<file path="config.mk">
export PLATFORM = sky130hd
export DESIGN_NAME = uart_word_packer
export DESIGN_NICKNAME = d
export VERILOG_FILES = /design/src/rtl/uart_word_packer.sv
export SDC_FILE = /design/constraint.sdc
export NUM_CORES = 1
export LEC_CHECK = 0
export ABC_AREA = 0
export CORE_MARGIN = 2
export CORE_UTILIZATION = 52
export CTS_CLUSTER_DIAMETER = 40
export DETAILED_ROUTE_END_ITERATION = 16
export GPL_ROUTABILITY_DRIVEN = 0
export PLACE_DENSITY = 0.79
export SLEW_MARGIN = 25
export SYNTH_ARGS = -nofsm -noshare
export SYNTH_HDL_FRONTEND = slang
export SYNTH_SLANG_ARGS = --single-unit
</file>
<file path="constraint.sdc">
create_clock -name clk -period 2.35 [get_ports clk]
set_input_delay 0.3525 -clock clk [delete_from_list [all_inputs] [get_ports clk]]
set_output_delay 0.3525 -clock clk [all_outputs]
set_load 0.01 [all_outputs]
</file>
<file path="src/rtl/uart_word_packer.sv">
// Packs BYTES_PER_WORD UART byte strobes into one word and holds it on a valid/ready output.
// Optional idle-timeout flush of partial words: define UART_PACKER_TIMEOUT_EN.
module uart_word_packer #(
  parameter int unsigned BYTES_PER_WORD = 4,
  parameter bit          LSB_FIRST      = 1'b1,
  parameter int unsigned TIMEOUT_CYCLES = 100000
) (
  input  logic                          clk,
  input  logic                          reset,
  input  logic [7:0]                    rx_data,
  input  logic                          rx_ready,
  input  logic                          clear,
  output logic [8*BYTES_PER_WORD-1:0]   word_data,
  output logic                          word_valid,
  input  logic                          word_ready,
  output logic [$clog2(BYTES_PER_WORD+1)-1:0] byte_count,
  output logic                          overflow,
  output logic                          overflow_seen,
  output logic                          timeout_flush
);

  localparam int unsigned CW = $clog2(BYTES_PER_WORD + 1);
  localparam int unsigned WW = 8 * BYTES_PER_WORD;

  if (BYTES_PER_WORD < 2 || BYTES_PER_WORD > 8 || TIMEOUT_CYCLES < 2) begin : g_param_check
    $error("uart_word_packer: illegal parameter value");
  end

  logic [BYTES_PER_WORD-1:0][7:0] asm_q, asm_d;
  logic [WW-1:0]                  word_data_q, word_data_d;
  logic                           word_valid_q, word_valid_d;
  logic [CW-1:0]                  byte_count_q, byte_count_d;
  logic                           overflow_q, overflow_d;
  logic                           overflow_seen_q, overflow_seen_d;
  logic [CW-1:0]                  lane;
  logic                           slot_free;
  logic                           last_byte;

`ifdef UART_PACKER_TIMEOUT_EN
  localparam int unsigned TW = (TIMEOUT_CYCLES > 2) ? $clog2(TIMEOUT_CYCLES) : 1;
  logic [TW-1:0] idle_q, idle_d;
  logic          flush_q, flush_d;
`endif

  assign lane      = LSB_FIRST ? byte_count_q : (CW'(BYTES_PER_WORD - 1) - byte_count_q);
  assign slot_free = ~word_valid_q | word_ready;
  assign last_byte = (byte_count_q == CW'(BYTES_PER_WORD - 1));

  always_comb begin
    asm_d           = asm_q;
    word_data_d     = word_data_q;
    word_valid_d    = word_valid_q;
    byte_count_d    = byte_count_q;
    overflow_d      = 1'b0;
    overflow_seen_d = overflow_seen_q;
`ifdef UART_PACKER_TIMEOUT_EN
    idle_d          = idle_q;
    flush_d         = 1'b0;
`endif
    if (clear) begin
      byte_count_d    = '0;
      word_valid_d    = 1'b0;
      overflow_seen_d = 1'b0;
`ifdef UART_PACKER_TIMEOUT_EN
      idle_d          = '0;
`endif
    end else begin
      if (word_valid_q && word_ready)
        word_valid_d = 1'b0;
      if (rx_ready) begin
        for (int unsigned i = 0; i < BYTES_PER_WORD; i++)
          if (CW'(i) == lane) asm_d[i] = rx_data;
        if (last_byte) begin
          byte_count_d = '0;
          // The completing byte is taken from asm_d so it lands in this same load.
          if (slot_free) begin
            word_data_d  = asm_d;
            word_valid_d = 1'b1;
          end else begin
            overflow_d      = 1'b1;
            overflow_seen_d = 1'b1;
          end
        end else begin
          byte_count_d = byte_count_q + 1'b1;
        end
      end
`ifdef UART_PACKER_TIMEOUT_EN
      // A byte arriving on the expiry cycle takes precedence over the flush.
      if (rx_ready) begin
        idle_d = '0;
      end else if (byte_count_q != '0) begin
        if (idle_q == TW'(TIMEOUT_CYCLES - 1)) begin
          byte_count_d = '0;
          idle_d       = '0;
          flush_d      = 1'b1;
        end else begin
          idle_d = idle_q + 1'b1;
        end
      end else begin
        idle_d = '0;
      end
`endif
    end
  end

  always_ff @(posedge clk or posedge reset) begin
    if (reset) begin
      asm_q           <= '0;
      word_data_q     <= '0;
      word_valid_q    <= 1'b0;
      byte_count_q    <= '0;
      overflow_q      <= 1'b0;
      overflow_seen_q <= 1'b0;
    end else begin
      asm_q           <= asm_d;
      word_data_q     <= word_data_d;
      word_valid_q    <= word_valid_d;
      byte_count_q    <= byte_count_d;
      overflow_q      <= overflow_d;
      overflow_seen_q <= overflow_seen_d;
    end
  end

`ifdef UART_PACKER_TIMEOUT_EN
  always_ff @(posedge clk or posedge reset) begin
    if (reset) begin
      idle_q  <= '0;
      flush_q <= 1'b0;
    end else begin
      idle_q  <= idle_d;
      flush_q <= flush_d;
    end
  end
  assign timeout_flush = flush_q;
`else
  assign timeout_flush = 1'b0;
`endif

  assign word_data     = word_data_q;
  assign word_valid    = word_valid_q;
  assign byte_count    = byte_count_q;
  assign overflow      = overflow_q;
  assign overflow_seen = overflow_seen_q;

endmodule

</file>
==> metrics.yaml <==
outcome: "finished clean"
synth-simple-area-share_pct: 3.53
grt.overflow.total: 0
final_net_count: 259
worstHoldPathType: "in2async"
drt-initial-drc-count: 85
htree_levels: 3
die_y_um: 78.3
busiest_layer: "met2"
setup_tns_ps: 0
dp_hpwl_mm: 3.45
wl_per_cell_um: 15.3
path_class: "reg2reg"
fin_ws_ps: 464
critPathMaxFanout: 8
route.detailed.drc: 0
synth_compound_gate_area_share_pct: 1.00
critPathCaptureType: "flop"
setup_viol_count_final: 0
synth.top_cells.by_area: "dfrtp_1 54%, mux2_2 20%, mux2_4 16%"
portBuffers: 50
cts.sink_count: 62
drive_gt1_share_pct: 42.1
cts_tree: "done"
ys_seq_area_share_pct: 54.1
finalPower_w: 0.00277
cts_resized: 0
dieArea_um2: 6120
fin_crit_ps: 1890
use_met2_pct: 28.0
syn_inst: 185
die_w_um: 78.3
power_frac_comb_pct: 22.8
max_slew_margin_pct: 58.4
cp_slowest_cell: "dfrtp_1"
grt_pass1_vias: 1690
grt_pass1_wl_mm: 8.27
initial_core_util_pct: 53.1
power_frac_seq_pct: 48.8
rrSetupSlack_ps: 460
ant_nets: 0
synth_common_cells: "62 x dfrtp_1, 50 x mux2_2, 30 x mux2_4"
netSwitchingPower_w: 0.000688
startpoint_type: "flop"
syn2layout_area_growth_pct: 26.2
multi_input_area_um2: 1200
synth_cell_types: 21
cts-buffers-inserted: 9
yosysWarnings: 0
syn_area_per_cell_um2: 15.5
ys.flop_type: "dfrtp_1"
finalNonFillerCells: 319
yosysTopAreaCell: "dfrtp_1"
cts_setup_buffers: 0
max-vdd-ir-drop_mv: 0.418
hold_viol: 0
fmax_mhz: 530
regArea_um2: 1550
core_area_um2: 5410
ys_ff_latch: 62
tightest_slew_ps: 624
final_util_pct: 66.9
antenna_found_initial: 0
fin_skew_ps: 7.03
use_met1_pct: 23.6
synth_edf_count: 0
clk_latency_ps: 330
syn_area_um2: 2870
grt_max_degree: 32
clockRootBuffer: "clkbuf_8"
synthAdderAreaFrac_pct: 1.75
required_ps: 2570
drv_slew: 0
n_antenna_cell: 0
pre_cts_ws_ps: 157
synthMuxAreaShare_pct: 35.3
clock_path_buffers: 2
wl_mm: 4.89
cellInternalPower_w: 0.00209
rows: 27
cts.reportedPaths.clkPinSlew_ps: 60
globalRouteTotalUtil_pct: 17.9
n_fill_cell: 417
power.density_nw_per_um2: 767
p_clk_share_pct: 28.4
use_met3_pct: 3.56
rsz0062_at_grt: "false"
cp_cell_sequence: "inv_1 -> ha_1 -> nand2b_1 -> mux2_2 -> mux2_4"
drt_pass1_iterations: 4
post-place-cells: 303
cp.arrival_ps: 2100
synth_top_family_by_area: "multiplexers"
maxCapViolCount: 0
vias_per_cell: 5.01
synthXorXnorAreaFrac_pct: 0
finalCritPeriodShare_pct: 80.3
async_reset_ff_share_pct: 100
p_leak_nw: 1.61
io_pins: 52
synth_nets: 202
cp_slowest_stage_delay_ps: 440
holdBufCountCts: 0
switching_share_pct: 24.8
synth_most_common_cell: "dfrtp_1"
vias: 1597
yosys.area.top_type_share_pct: 54.1
## cell families after synthesis
group | after synthesis
multiplexers | 80
AO/OA/AOI/OAI | 5
AND/OR/NAND/NOR | 16
flip-flops | 62
adder cells (fa/ha/maj) | 4
buffers and inverters | 17
other | 1
## power by group through the flow
stage	clock network (W)	logic [W]	registers (W)
finish	0.000788	0.000633	0.00135
global route	0.000871	0.000689	0.00138
CTS	0.000818	0.000644	0.00136
detailed placement	0	0.000642	0.00137
global placement	0	0.000626	0.00137
floorplan	0	0.000365	0.00138
## placed cells by master, fill, tap and decap left out, drive strengths merged, types with 2 or more instances in the layout
master,netlist,routed
clkinv,0,3
buf,10,8
mux2,80,80
and2,3,3
nor2b,3,3
inv,5,5
clkbuf,2,12
nand3,2,2
clkdlybuf4s50,0,50
a21oi,2,2
ha,4,4
nand2b,5,5
dfrtp,62,62
## flip-flops by register name (all words and copies together) (netlist names)
name	count
byte_count	3
overflow	1
asm_q	24
overflow_seen	1
word_data	32
word_valid	1
## worst paths after layout
path / startpoint / endpoint / cells after the start
max: byte_count[0] / word_data[23] / 5
min: reset / overflow_seen / 2
max reg2reg: byte_count[0] / word_data[23] / 5
min reg2reg: asm_q[22] / asm_q[22] / 1
max in group asynchronous: reset / byte_count[0] / 3
min in group clk: asm_q[22] / asm_q[22] / 1
## through the flow
| stage | instance area [um2] | hold WS [ps] |
|---|---|---|
| after floorplan | 2870 | 416 |
| after global placement | 3450 | 484 |
| after detailed placement | 3450 | 493 |
| after CTS | 3620 | 433 |
| after global routing | 3620 | 484 |
| final | 3620 | 424 |
## layer usage
layer	part of all wire, %	vias to the layer above
li1	-	752
met1	47	807
met2	48	30
met3	2.8	8
met4	2.0	0
met5	0	-
## final cells by class
| type | count | share of cell area (%) |
|---|---|---|
| Clock buffer | 12 | 4.01 |
| Clock inverter | 4 | 0.622 |
| Inverter | 5 | 0.519 |
| Multi-Input combinational cell | 106 | 33.3 |
| Sequential cell | 62 | 42.9 |
| Tap cell | 72 | 2.49 |
| Timing Repair Buffer | 58 | 16.2 |
## worst max-delay path, delay by kind of cell (launching register included)
kind                     cells  cell delay (ps)
buffers and inverters        1              110
multiplexers                 2              670
adder cells (fa/ha/maj)      1              220
flip-flops                   1              440
AND/OR/NAND/NOR              1              350
No activity file was read; power rests on OpenSTA's default activity.
